==> src/rtl/al_map_stream_mux.sv <==
// al_map_stream_mux: registered CH:1 stream multiplexer with per-packet grant lock.
// Selection is by external sel (MODE=0) or round-robin (MODE=1); the grant is held
// until the last beat of the packet has been accepted.
// Optional macro AL_STREAM_MUX_SKID_EN adds a 1-entry skid buffer and makes in_ready
// a register with no combinational path from out_ready.
// Ports:
//   clk, resetn             clock, asynchronous active-low reset
//   in_data/valid/last      CH input channels, channel k at in_data[k*W +: W]
//   in_ready                per-channel accept
//   sel                     channel select (MODE=0 only)
//   out_data/last/ch/valid  registered output beat and its source channel
//   out_ready               sink accept
module al_map_stream_mux #(
    parameter int unsigned CH   = 4,
    parameter int unsigned W    = 8,
    parameter int unsigned MODE = 0,
    localparam int unsigned SW  = (CH > 2) ? $clog2(CH) : 1
) (
    input  logic            clk,
    input  logic            resetn,
    input  logic [CH*W-1:0] in_data,
    input  logic [CH-1:0]   in_valid,
    input  logic [CH-1:0]   in_last,
    output logic [CH-1:0]   in_ready,
    input  logic [SW-1:0]   sel,
    output logic [W-1:0]    out_data,
    output logic            out_last,
    output logic [SW-1:0]   out_ch,
    output logic            out_valid,
    input  logic            out_ready
);

    typedef enum logic [0:0] {IDLE, LOCK} state_t;

    state_t         state, state_nxt;
    logic [SW-1:0]  grant, grant_nxt;
    logic [SW-1:0]  ptr, ptr_nxt;
    logic           req;
    logic [SW-1:0]  req_ch;
    logic [SW-1:0]  idx;
    logic [W-1:0]   gdata;
    logic           gvalid, glast;
    logic           out_free;
    logic           can_take;
    logic           acc;
    logic [CH-1:0]  in_ready_c;

    assign out_free = !out_valid || out_ready;

    // Granted-channel payload mux
    always_comb begin
        gdata  = '0;
        gvalid = in_valid[grant];
        glast  = in_last[grant];
        for (int unsigned k = 0; k < CH; k++) begin
            if (grant == SW'(k)) gdata = in_data[k*W +: W];
        end
    end

    // Arbitration request: external select or first valid channel from ptr
    always_comb begin
        req    = 1'b0;
        req_ch = '0;
        idx    = '0;
        if (MODE == 0) begin
            // An unknown sel fails this compare, so no grant is made
            if (32'(sel) < CH) begin
                if (in_valid[sel]) begin
                    req    = 1'b1;
                    req_ch = sel;
                end
            end
        end else begin
            for (int unsigned i = 0; i < CH; i++) begin
                idx = SW'((32'(ptr) + i) % CH);
                if (!req && in_valid[idx]) begin
                    req    = 1'b1;
                    req_ch = idx;
                end
            end
        end
    end

    // Next-state, grant, pointer and in_ready
    always_comb begin
        state_nxt  = state;
        grant_nxt  = grant;
        ptr_nxt    = ptr;
        in_ready_c = '0;
        acc        = 1'b0;
        case (state)
            IDLE: begin
                if (req) begin
                    grant_nxt = req_ch;
                    state_nxt = LOCK;
                end
            end
            LOCK: begin
                in_ready_c[grant] = can_take;
                acc = gvalid && can_take;
                if (acc && glast) begin
                    state_nxt = IDLE;
                    if (MODE != 0) ptr_nxt = SW'((32'(grant) + 32'd1) % CH);
                end
            end
            default: state_nxt = IDLE;
        endcase
    end

    // State register
    always_ff @(posedge clk or negedge resetn) begin
        if (!resetn) begin
            state <= IDLE;
            grant <= '0;
            ptr   <= '0;
        end else begin
            state <= state_nxt;
            grant <= grant_nxt;
            ptr   <= ptr_nxt;
        end
    end

`ifdef AL_STREAM_MUX_SKID_EN
    logic           skid_full, skid_full_nxt;
    logic [W-1:0]   skid_data;
    logic           skid_last;
    logic [SW-1:0]  skid_ch;
    logic [CH-1:0]  in_ready_q, in_ready_nxt;

    assign can_take = in_ready_q[grant];
    assign in_ready = in_ready_q;

    // Skid occupancy and registered in_ready for the coming cycle
    always_comb begin
        skid_full_nxt = skid_full ? !out_free : (acc && !out_free);
        in_ready_nxt  = '0;
        if (state_nxt == LOCK && !skid_full_nxt) in_ready_nxt[grant_nxt] = 1'b1;
    end

    // Output register fed from the skid first, then from the input
    always_ff @(posedge clk or negedge resetn) begin
        if (!resetn) begin
            out_valid  <= 1'b0;
            out_data   <= '0;
            out_last   <= 1'b0;
            out_ch     <= '0;
            skid_full  <= 1'b0;
            skid_data  <= '0;
            skid_last  <= 1'b0;
            skid_ch    <= '0;
            in_ready_q <= '0;
        end else begin
            if (out_free) begin
                if (skid_full) begin
                    out_valid <= 1'b1;
                    out_data  <= skid_data;
                    out_last  <= skid_last;
                    out_ch    <= skid_ch;
                end else if (acc) begin
                    out_valid <= 1'b1;
                    out_data  <= gdata;
                    out_last  <= glast;
                    out_ch    <= grant;
                end else begin
                    out_valid <= 1'b0;
                end
            end else if (acc) begin
                skid_data <= gdata;
                skid_last <= glast;
                skid_ch   <= grant;
            end
            skid_full  <= skid_full_nxt;
            in_ready_q <= in_ready_nxt;
        end
    end
`else
    assign can_take = out_free;
    assign in_ready = in_ready_c;

    // Output register: load on accept, clear when drained with nothing behind it
    always_ff @(posedge clk or negedge resetn) begin
        if (!resetn) begin
            out_valid <= 1'b0;
            out_data  <= '0;
            out_last  <= 1'b0;
            out_ch    <= '0;
        end else begin
            if (acc) begin
                out_valid <= 1'b1;
                out_data  <= gdata;
                out_last  <= glast;
                out_ch    <= grant;
            end else if (out_ready) begin
                out_valid <= 1'b0;
            end
        end
    end
`endif

endmodule

==> config.mk <==
export PLATFORM = sky130hd
export DESIGN_NAME = al_map_stream_mux
export DESIGN_NICKNAME = d
export VERILOG_FILES = /design/src/rtl/al_map_stream_mux.sv
export SDC_FILE = /design/constraint.sdc
export NUM_CORES = 1
export LEC_CHECK = 0
export ABC_CLOCK_PERIOD_IN_PS = 1590
export BUFFER_PORTS_ARGS = -buffer_cell sky130_fd_sc_hd__buf_2
export CORE_MARGIN = 4
export CORE_UTILIZATION = 35
export DETAILED_ROUTE_END_ITERATION = 8
export PLACE_DENSITY = 0.71
export REMOVE_ABC_BUFFERS = 1
export SETUP_SLACK_MARGIN = 0.2
export SYNTH_ARGS = -nofsm -noshare
export SYNTH_HDL_FRONTEND = slang
export SYNTH_SLANG_ARGS = --single-unit
export TNS_END_PERCENT = 50
==> constraint.sdc <==
create_clock -name clk -period 1.59 [get_ports clk]
set_input_delay 0.2385 -clock clk [delete_from_list [all_inputs] [get_ports clk]]
set_output_delay 0.2385 -clock clk [all_outputs]
set_load 0.1 [all_outputs]
==> flow_metrics.py <==
metrics = {
    "outcome": {
        "outcome": "complete, but fails checks",
        "violations": "negative setup slack",
    },
    "die": {
        "fp.dieW_microns": 60.0,
        "start_util": 0.375,
        "fp.coreArea_sq_um": 2520,
        "die_area_sq_um": 3590,
        "dieHeight_microns": 60.0,
        "rows": 18,
        "io_pins": 61,
    },
    "synthesis": {
        "yosys_most_used_dff": "dfrtp_1",
        "yosys_warnings": 0,
        "synth-seq-cells": 15,
        "async_reset_ff_frac": 1.00,
        "syn_inst": 62,
        "yosysTopAreaCell": "dfrtp_1",
        "synth-seq-area-share": 0.397,
        "synth_area_leaders": "dfrtp_1, mux4_1, mux4_2",
        "yosys-top-cells-count": "dfrtp_1, mux2_4, mux4_1, mux4_2",
        "synth_edf_count": 0,
        "synth_top_area_share": 0.397,
        "syn_area_sq_um": 945,
        "synth_area_per_cell_sq_um": 15.2,
        "synth.most_common_cell": "dfrtp_1",
        "synth_cell_types": 22,
    },
    "timing": {
        "setup_viol": 10,
        "fin_skew_ps": 3.47,
        "whs_ps": 263,
        "slew_viol_final": 0,
        "worst_slack_ps": -40.1,
        "rsz0062_at_grt": "true",
        "slew_headroom": 0.674,
        "finalHoldViolations": 0,
        "fin_crit_ps": 1630,
        "min_period_over_period": 1.03,
        "clock.fmax_ghz": 0.613,
        "tightestPinTransition_ps": 493,
        "setup_tns_ps": -351,
    },
    "clock_tree": {
        "clk_path_buf_depth": 2,
        "cts_root_buf": "clkbuf_4",
        "clk_pin_slew_ps": 100,
        "clock-sinks": 15,
        "insertion_delay_ps": 290,
        "htreeDepth": 1,
        "cts_tree": "done",
        "cts_made_buffers": 3,
    },
    "placement": {
        "pre_cts_slack_ps": -14.6,
        "gp_congestion": 0.748,
        "port_buffers": 60,
        "hpwl_microns": 2240,
    },
    "global_routing": {
        "grt_remaining_overflow": 0,
        "grt_pass1_wl_microns": 4460,
        "antenna_found_initial": 0,
        "grt.total_usage": 0.171,
        "grt_pass1_vias": 968,
        "grt_start_max_net_pins": 16,
    },
    "route": {
        "drt-met1-wl_microns": 1080,
        "wl_per_cell_microns": 17.6,
        "vias_per_cell": 5.13,
        "dr.max_layer_used": "met4",
        "postRouteAntennaNets": 0,
        "wl_microns": 2880,
        "wl_met3_microns": 255,
        "met2_length_microns": 1510,
        "drtPass1Iterations": 4,
        "drc": 0,
        "vias": 841,
        "drt_iter0_drc": 27,
    },
    "layout": {
        "antennaDiodeCount": 0,
        "finish.utilization": 0.621,
        "area_delta_synth_final_pct": 65.8,
        "filler_cell_count": 209,
        "drive_gt1_frac": 0.776,
        "nNetsFinal": 180,
    },
    "worst_setup_path": {
        "end_kind": "register",
        "cp.arrival_ps": 1810,
        "crit_type": "register to register",
        "critPathMaxFanout": 5,
        "critical_path_required_ps": 1770,
        "cp-start-kind": "register",
        "rr_startpoint": "grant[0]$_DFFE_PN0P_",
        "reg2reg_to": "out_data[4]$_DFFE_PN0P_",
        "regToRegSetupSlack_ps": -40,
        "ff2ff_path_depth": 4,
    },
    "worst_hold_path": {
        "min_to": "grant[0]$_DFFE_PN0P_",
        "hold_path.class": "input port to register",
        "whs_path_depth": 2,
        "hp-start": "sel[0]",
    },
    "flow_run": {
        "maxCapViolCount": 0,
    },
}
## critical path, stage by stage, from the launching register on
cell and delay (ps):
dfrtp_1 420, mux4_2 550, nand3_4 120, buf_6 140, mux2_4 290
## sequential cells by signal, summed over array words and instances, names as in the netlist
| signal | count |
|---|---|
| out_ch | 2 |
| grant | 2 |
| state | 1 |
| out_valid | 1 |
| out_data | 8 |
| out_last | 1 |
## routing by layer
layer / GRT usage / up-vias
met4: 0.0633 / 0
li1: - / 388
met5: 0 / -
met1: 0.191 / 412
met2: 0.309 / 37
met3: 0.0454 / 4
## cells in the final DEF (no fill, tap or decap), types with 2 or more instances in the layout
| master | n |
|---|---|
| nor3_4 | 2 |
| buf_2 | 56 |
| dfrtp_1 | 14 |
| nor2_4 | 2 |
| mux4_2 | 5 |
| clkbuf_4 | 3 |
| mux2i_1 | 4 |
| nand3_4 | 2 |
| buf_12 | 6 |
| mux2_4 | 10 |
| buf_6 | 3 |
| o21ai_0 | 2 |
| buf_4 | 6 |
| mux4_1 | 5 |
## how the worst max path moves through the flow
stage,endpoint,cells after the start,startpoint,slack [ps]
3_3_place_gp,out_data[5]$_DFFE_PN0P_,4,grant[0]$_DFFE_PN0P_,30
5_1_grt,out_data[5]$_DFFE_PN0P_,4,grant[0]$_DFFE_PN0P_,-100
2_1_floorplan,in_ready[0],3,out_valid$_DFFE_PN0P_,-1790
3_5_place_dp,out_data[4]$_DFFE_PN0P_,4,grant[0]$_DFFE_PN0P_,-10
6_report,out_data[4]$_DFFE_PN0P_,4,grant[0]$_DFFE_PN0P_,-40
4_1_cts,out_data[3]$_DFFE_PN0P_,4,grant[0]$_DFFE_PN0P_,-20
## cell families after synthesis
kind of cell | share of synthesized area
mux | 0.460
compound gates | 0.0358
flops | 0.397
simple gates | 0.0623
buf+inv | 0.0450
## stage by stage
| stage | cell area [sq um] | cells |
|---|---|---|
| floorplan | 910 | 58 |
| global placement | 1370 | 154 |
| detailed placement | 1370 | 154 |
| CTS | 1550 | 164 |
| global route | 1570 | 164 |
| finish | 1570 | 164 |
## area by class of cell
cell class,instances,area (sq um),area share
clock inverters,1,5.00,0.00319
clock buffers,3,22.5,0.0144
multi-input cells,41,626,0.399
repair buffers,72,489,0.312
well taps,30,37.5,0.0240
flip-flops and latches,15,377,0.240
inverters,2,10.0,0.00639
## timing repair
| item | 4_1_cts | 5_1_grt |
|---|---|---|
| endpoints found under the setup margin | 16 | 18 |
| hold buffers | 1 | 0 |
| pin swaps | 5 | 2 |
| buffers inserted | 5 | 0 |
| endpoints found under the hold margin | 15 | 0 |
| resized for setup | 23 | 3 |
Power is not shown: default switching activity piles up to over one toggle a cycle in this logic, so the estimate is an artifact.
